--- src/rtl/trap_controller_pkg.sv ---
// -----------------------------------------------------------------------------
// trap_controller_pkg
//   Shared definitions for the machine-mode trap sequencer: exception request
//   bit positions, mcause exception codes, the sequencer state encoding and the
//   result record of the exception priority encoder.
// -----------------------------------------------------------------------------
package trap_controller_pkg;

    // Bit positions inside exc_req.
    localparam int EXC_IF_MISALIGN = 0;
    localparam int EXC_ILLEGAL     = 1;
    localparam int EXC_EBREAK      = 2;
    localparam int EXC_ECALL       = 3;
    localparam int EXC_LD_MISALIGN = 4;
    localparam int EXC_ST_MISALIGN = 5;

    // mcause exception codes (interrupt bit clear).
    localparam logic [3:0] CAUSE_IF_MISALIGN = 4'd0;
    localparam logic [3:0] CAUSE_ILLEGAL     = 4'd2;
    localparam logic [3:0] CAUSE_EBREAK      = 4'd3;
    localparam logic [3:0] CAUSE_LD_MISALIGN = 4'd4;
    localparam logic [3:0] CAUSE_ST_MISALIGN = 4'd6;
    localparam logic [3:0] CAUSE_ECALL       = 4'd11;

    typedef enum logic [1:0] {
        ST_IDLE     = 2'd0,
        ST_ENTER    = 2'd1,
        ST_REDIRECT = 2'd2,
        ST_RETURN   = 2'd3
    } state_t;

    // Winning exception: use_tval selects exc_tval for mtval, otherwise zero.
    typedef struct packed {
        logic       valid;
        logic [3:0] cause;
        logic       use_tval;
    } exc_sel_t;

endpackage

--- src/rtl/trap_controller_exc_prio_enc.sv ---
// -----------------------------------------------------------------------------
// trap_controller_exc_prio_enc
//   Combinational priority encoder over the six synchronous exception requests.
//   Priority: if_misalign > illegal > ebreak > ecall > ld_misalign > st_misalign.
// Ports
//   exc_req  in   6   {st_misalign,ld_misalign,ecall,ebreak,illegal,if_misalign}
//   sel      out  -   {valid, cause[3:0], use_tval} of the highest-priority request
// -----------------------------------------------------------------------------
module trap_controller_exc_prio_enc
    import trap_controller_pkg::*;
(
    input  logic [5:0] exc_req,
    output exc_sel_t   sel
);

    // NOTE: every output of a combinational block gets a default on entry so
    // no path through the if/else chain leaves it unassigned (no latch).
    always_comb begin
        sel = '0;
        if (exc_req[EXC_IF_MISALIGN]) begin
            sel = '{valid: 1'b1, cause: CAUSE_IF_MISALIGN, use_tval: 1'b1};
        end else if (exc_req[EXC_ILLEGAL]) begin
            sel = '{valid: 1'b1, cause: CAUSE_ILLEGAL, use_tval: 1'b1};
        end else if (exc_req[EXC_EBREAK]) begin
            sel = '{valid: 1'b1, cause: CAUSE_EBREAK, use_tval: 1'b0};
        end else if (exc_req[EXC_ECALL]) begin
            sel = '{valid: 1'b1, cause: CAUSE_ECALL, use_tval: 1'b0};
        end else if (exc_req[EXC_LD_MISALIGN]) begin
            sel = '{valid: 1'b1, cause: CAUSE_LD_MISALIGN, use_tval: 1'b1};
        end else if (exc_req[EXC_ST_MISALIGN]) begin
            sel = '{valid: 1'b1, cause: CAUSE_ST_MISALIGN, use_tval: 1'b1};
        end
    end

endmodule

--- src/rtl/trap_controller.sv ---
// -----------------------------------------------------------------------------
// trap_controller
//   Sequences machine-mode trap entry and MRET. At an instruction boundary in
//   IDLE it arbitrates interrupt > exception > MRET, flushes the instruction,
//   captures pc/cause/tval, then pulses trap_entry (and redirects to the trap
//   vector a cycle later) or pulses trap_return together with a redirect to mepc.
// Ports
//   clk, rst_n                         clock, asynchronous active-low reset
//   instr_boundary, cur_pc             committing instruction and its PC
//   exc_req, exc_tval                  exception requests and fault value
//   mret_req                           committing instruction is MRET
//   irq_pending_i, irq_cause_i         MIE-gated interrupt and its mcause
//   trap_vector_i, epc_i               CSR mtvec target (from trap_cause_o), mepc
//   trap_entry_o, trap_return_o        one-cycle pulses to the CSR unit
//   trap_pc_o/cause_o/val_o            registered mepc/mcause/mtval values
//   stall_o, flush_o                   core hold / kill of the instruction at cur_pc
//   redirect_valid_o, redirect_pc_o    fetch redirect
// -----------------------------------------------------------------------------
module trap_controller
    import trap_controller_pkg::*;
#(
    parameter int XLEN       = 32,
    parameter bit IRQ_ENABLE = 1'b1
) (
    input  logic            clk,
    input  logic            rst_n,
    input  logic            instr_boundary,
    input  logic [XLEN-1:0] cur_pc,
    input  logic [5:0]      exc_req,
    input  logic [XLEN-1:0] exc_tval,
    input  logic            mret_req,
    input  logic            irq_pending_i,
    input  logic [XLEN-1:0] irq_cause_i,
    input  logic [XLEN-1:0] trap_vector_i,
    input  logic [XLEN-1:0] epc_i,
    output logic            trap_entry_o,
    output logic            trap_return_o,
    output logic [XLEN-1:0] trap_pc_o,
    output logic [XLEN-1:0] trap_cause_o,
    output logic [XLEN-1:0] trap_val_o,
    output logic            stall_o,
    output logic            flush_o,
    output logic            redirect_valid_o,
    output logic [XLEN-1:0] redirect_pc_o
);

    state_t          state_q, state_d;
    exc_sel_t        exc_sel;
    logic            irq_taken;
    logic            take_trap;
    logic            accept;
    logic [XLEN-1:0] pc_q, cause_q, val_q;

    trap_controller_exc_prio_enc u_exc_prio_enc (
        .exc_req (exc_req),
        .sel     (exc_sel)
    );

    assign irq_taken = IRQ_ENABLE && irq_pending_i;
    assign take_trap = irq_taken || exc_sel.valid;
    // Requests are only looked at in IDLE; during a sequence they are ignored.
    assign accept    = (state_q == ST_IDLE) && instr_boundary && (take_trap || mret_req);

    // NOTE: sequential state uses non-blocking assignments so every register
    // samples pre-edge values regardless of statement order.
    always_ff @(posedge clk or negedge rst_n) begin
        if (!rst_n) begin
            state_q <= ST_IDLE;
            pc_q    <= '0;
            cause_q <= '0;
            val_q   <= '0;
        end else begin
            state_q <= state_d;
            // An interrupt pre-empts a coincident exception or MRET; that
            // instruction is flushed and re-executes after the handler returns.
            if (accept && take_trap) begin
                pc_q <= cur_pc;
                if (irq_taken) begin
                    cause_q <= irq_cause_i;
                    val_q   <= '0;
                end else begin
                    cause_q <= {{(XLEN-4){1'b0}}, exc_sel.cause};
                    val_q   <= exc_sel.use_tval ? exc_tval : '0;
                end
            end
        end
    end

    always_comb begin
        state_d          = state_q;
        flush_o          = 1'b0;
        trap_entry_o     = 1'b0;
        trap_return_o    = 1'b0;
        stall_o          = 1'b0;
        redirect_valid_o = 1'b0;
        redirect_pc_o    = '0;
        unique case (state_q)
            ST_IDLE: begin
                if (accept) begin
                    flush_o = 1'b1;
                    state_d = take_trap ? ST_ENTER : ST_RETURN;
                end
            end
            ST_ENTER: begin
                trap_entry_o = 1'b1;
                stall_o      = 1'b1;
                state_d      = ST_REDIRECT;
            end
            ST_REDIRECT: begin
                // trap_cause_o is still held here, so a vectored mtvec target
                // computed from it by the CSR unit is valid this cycle.
                redirect_valid_o = 1'b1;
                redirect_pc_o    = trap_vector_i;
                stall_o          = 1'b1;
                state_d          = ST_IDLE;
            end
            ST_RETURN: begin
                trap_return_o    = 1'b1;
                redirect_valid_o = 1'b1;
                redirect_pc_o    = epc_i;
                stall_o          = 1'b1;
                state_d          = ST_IDLE;
            end
            default: state_d = ST_IDLE;
        endcase
    end

    assign trap_pc_o    = pc_q;
    assign trap_cause_o = cause_q;
    assign trap_val_o   = val_q;

endmodule

--- config.mk ---
export PLATFORM = sky130hd
export DESIGN_NAME = trap_controller
export DESIGN_NICKNAME = d
export VERILOG_FILES = /design/src/rtl/trap_controller_pkg.sv /design/src/rtl/trap_controller_exc_prio_enc.sv /design/src/rtl/trap_controller.sv
export SDC_FILE = /design/constraint.sdc
export NUM_CORES = 1
export LEC_CHECK = 0
export ABC_AREA = 1
export CAP_MARGIN = 20
export CORE_ASPECT_RATIO = 2
export CORE_UTILIZATION = 32
export DETAILED_ROUTE_END_ITERATION = 7
export GPL_ROUTABILITY_DRIVEN = 0
export GPL_TIMING_DRIVEN = 0
export PLACE_DENSITY_LB_ADDON = 0.1
export RECOVER_POWER = 50
export SLEW_MARGIN = 10
export SYNTH_ARGS = -nofsm -noshare
export SYNTH_HDL_FRONTEND = slang
export SYNTH_SLANG_ARGS = --single-unit
--- constraint.sdc ---
create_clock -name clk -period 1.45 [get_ports clk]
set_clock_uncertainty 0.1 [all_clocks]
set_input_delay 0.2175 -clock clk [delete_from_list [all_inputs] [get_ports clk]]
set_output_delay 0.2175 -clock clk [all_outputs]
set_load 0.1 [all_outputs]
**After elaboration in Yosys (flattened, before gate mapping)**

Cells that the tools add are included.
W data, S select, Z words.

- Bits in registers: 98
- Logic and storage cells: 35

- Eq/ne operators: 4
- Multiplexer cells: 19
- Reductions and logical operators: 8

Operators by type and width:

| cell | number |
|---|---|
| $mux W32 | 3 |
| $pmux W32 S2 | 1 |
| $mux W6 | 6 |
| $mux W1 | 6 |
| $pmux W2 S3 | 1 |
| $eq A2 B2 Y1 const B | 2 |
| $mux W2 | 2 |
| $logic_and A1 B1 Y1 | 3 |
| $reduce_or A3 Y1 | 1 |
| $eq A2 B1 Y1 const B | 1 |
| $logic_not A2 Y1 | 1 |
| $logic_or A1 B1 Y1 | 2 |
| $ne A2 B2 Y1 const B | 1 |
| $reduce_or A2 Y1 | 1 |

**Logic depth before layout (Yosys ltp)**

- Word-level depth: 11
- Depth in mapped cells: 11

**Hierarchy**

A second synthesis with hierarchy kept.

- Cells, all modules: 640
- Area total of the unflattened synthesis: 4648.2 um^2

By module, submodules not included:

| module | times used | cells an instance | area each (um^2) | seq. area each (um^2) |
|---|---|---|---|---|
| trap_controller | 1 | 622 | 4554.4 | 2452.4 |
| trap_controller_exc_prio_enc | 1 | 18 | 93.8 | 0.0 |

**Worst setup path before layout**

OpenSTA, ideal clock, no wires.

- Path kind: register to output
- Start: register state_q[1]
- End: output redirect_pc_o[10]
- Arrival: 2.435 ns
- Data required time: 1.133 ns
- Path slack: -1.302 ns
- Cell stages (with the launch flop): 7
- Buffers on the path: 2
- Cells stage by stage: dfrtp_1 -> buf_4 -> nand2_1 -> inv_1 -> buf_1 -> nand2_1 -> nand2_1

- Word-level cells in the longest chain between the ends: 2
- Elaborated cells between the ends (all ways): 3

RTL lines:

| what | line | RTL |
|---|---|---|
| start, declared | trap_controller.sv:47 | `state_t state_q, state_d;` |
| start signal, assigned | trap_controller.sv:73 | `state_q <= state_d;` |
| $eq A2 B2 Y1 | trap_controller.sv:97 | `unique case (state_q)` |
| $pmux W32 S2 (*) | trap_controller.sv:97 |  |
| end, declared | trap_controller.sv:44 | `output logic [XLEN-1:0] redirect_pc_o` |

Every way passes the cells marked *; elsewhere a longest branch is shown, timed or not.

**Worst setup path after layout**

- Start: register state_q[1]
- End: output redirect_pc_o[29]

Same word-level chain as after synthesis.

==> impl_metrics.tcl <==
set metrics [dict create \
    finalPower_mw 16.1 \
    ioPinCount 304 \
    synthTopCellsByArea "dfrtp_1, nand2_1, nand3_1, o21ai_0, clkbuf_1" \
    drtIter0Drc 180 \
    netlist_instances 568 \
    synth-edff-count 0 \
    yosys_warnings 0 \
    ant_nets 0 \
    first_global_vias 5676 \
    area_growth_pct 140 \
    hold_viol 0 \
    finalNonFillerCells 1084 \
    fmax_mhz 525 \
    worstSetupStartpointType "register" \
    vdd.ir_drop.worst_mv 1.00 \
    synth_top_cell_by_area "dfrtp_1" \
    cap_violations 0 \
    synth_seq_cells 98 \
    synth_cell_type_count 19 \
    grt_pass1_wl_um 31200 \
    period_needed_ns 1.90 \
    power_density_nw_per_um2 1500 \
    synthArstFlopShare_pct 100 \
    wl_met2_um 12500 \
    antenna_found_initial 1 \
    dpl_cell_area_um2 8180 \
    cts.path.max_buffers 2 \
    routed_wl_um 22600 \
    crit_path_start "state_q[1]$_DFFE_PN0P_" \
    violations "negative setup slack" \
    dp_slack_ns -1.38 \
    via_count 5605 \
    portBuffers 302 \
    die_width_um 85.6 \
    final_core_util_pct 79.4 \
    topRoutingLayerUsed "met4" \
    grt_use_total_pct 28.2 \
    htree_num_levels 3 \
    status "finished, violations left" \
    wl_met3_um 1540 \
    netlist_area_um2 4480 \
    hp-class "primary input to register" \
    cts-root-buf "clkbuf_16" \
    syn_avg_cell_area_um2 7.88 \
    syn-num-nets 739 \
    cts_tree "yes" \
    numCtsBuffers 9 \
    wl_met1_um 7270 \
    grt_max_degree 60 \
    clkLatencyLatePin_ns 0.33 \
    setup_viol 134 \
    min-delay-start "irq_pending_i" \
    ff_latch_area_um2 2450 \
    start_util_pct 33.1 \
    final_layout_size_suffix_gt1_share_pct 51.1 \
    final.setup.tns_ns -38.26 \
    slew_violations 0 \
    timing.final.ws_setup_ns -0.453 \
    core_um2 13500 \
    worst_slew_pin_slew_ns 0.850 \
    fin_hold_ws_ns 0.127 \
    relSlewSlack_pct 43.3 \
    dp_hpwl_um 13500 \
    rows 60 \
    required_ns 1.13 \
    period_share_pct 131 \
    synth_flop_cell "dfrtp_1" \
    drc_errors 0 \
    cts.clk_slew.worst_paths_ns 0.07 \
    firstDrtPassIters 4 \
    fin_nets 1094 \
    fillCellCount 852 \
    crit_fanout 10 \
    reg2reg_from "state_q[0]$_DFFE_PN0P_" \
    p_leak_nw 5.10 \
    grt.overflow.total 0 \
    multi_input_area_um2 3250 \
    crit_arrival_ns 1.59 \
    fin_area_um2 10700 \
    viasPerCell 5.17 \
    criticalPathCategory "register to output port" \
    dieHeight_um 169 \
    drt-wirelength-per-cell_um 20.9 \
    dieArea_um2 14500 \
    place_inst 1026 \
    clock_sinks 98 \
    synth_top_area_share_pct 54.8 \
    crit_path_end_kind "output port" \
    seq_area_frac_synth_pct 54.8 \
    rsz0062_at_grt "yes" \
]
[layout make-up]
type / instances / share of cell area [%]
clock buffer: 9 / 2.10
inverter: 13 / 0.909
buffer: 38 / 4.77
tap: 155 / 1.81
antenna: 1 / 0.0233
sequential: 98 / 22.9
clock inverter: 7 / 0.874
multi-input combinational: 416 / 30.3
timing repair buffer: 347 / 36.4
[critical path, cell delays in order, from the launching register on]
cell and delay [ns]:
dfrtp_1 0.36, buf_6 0.17, clkbuf_8 0.25, nand3_2 0.17, nand2_8 0.11, buf_12 0.17
[cells in the mapped netlist, types with 2 or more instances]
cell	count
o21ai_1	4
nor2_2	2
o21ai_0	32
inv_1	7
nor2_1	6
buf_4	4
nand2_1	274
dfrtp_1	98
inv_4	2
buf_2	13
clkbuf_1	18
nand3_1	94
inv_2	4
buf_6	5
[state kept, by name, summed over array words and instances (netlist names)]
| signal | flops |
|---|---|
| trap_cause_o | 32 |
| trap_pc_o | 32 |
| trap_val_o | 32 |
| state_q | 2 |
[logic make-up (layout without fill, tap and decap cells)]
kind of cell    Yosys count  after routing  synth area share, %
compound gates           36             36                 4.02
buf+inv                  54            414                 6.18
flops                    98             98                 54.8
other cells               0              1                    0
simple gates            380            380                 35.0
[worst paths after layout]
kind,end,slack (ns),cells after the start
max,redirect_pc_o[29],-0.45,5
min reg2reg,trap_pc_o[13]$_DFFE_PN0P_,0.38,2
max reg2reg,trap_pc_o[6]$_DFFE_PN0P_,-0.41,12
min in group asynchronous,trap_val_o[12]$_DFFE_PN0P_,0.41,2
max in group asynchronous,trap_cause_o[4]$_DFFE_PN0P_,0.11,3
min,trap_val_o[31]$_DFFE_PN0P_,0.13,4
[report_power, final]
part           internal, mW  total, mW  switching (mW)
sequential             3.28       3.70           0.418
combinational          2.84       9.83            6.99
clock                  1.39       2.54            1.15
total                  7.51       16.1            8.55
[repair_timing]
item                                    CTS  global route
hold buffers                              1             0
gates cloned                             13             5
pin swaps                                25            36
endpoints found under the hold margin    58             0
setup buffers                            18             9
setup endpoints to repair               229           144
gates resized for setup                1141           191
[per-layer routing]
layer	track usage [%]	vias up
li1	-	2528
met1	28.7	2710
met2	52.6	289
met3	6.71	78
met4	13.6	0
met5	0	-
[layout by cell type, fill, tap and decap left out, drive strengths merged]
| cell type | instances |
|---|---|
| nand2 | 276 |
| buf | 185 |
| clkdlybuf4s50 | 167 |
| dfrtp | 98 |
| nand3 | 95 |
| clkbuf | 40 |
| o21ai | 36 |
| inv | 13 |
| nor2 | 8 |
| clkinv | 5 |
| diode | 1 |
| nand4 | 1 |
| clkinvlp | 1 |
| bufinv | 1 |
| dlygate4sd3 | 1 |
| dlymetal6s2s | 1 |
(Power assumes the default switching activity.)
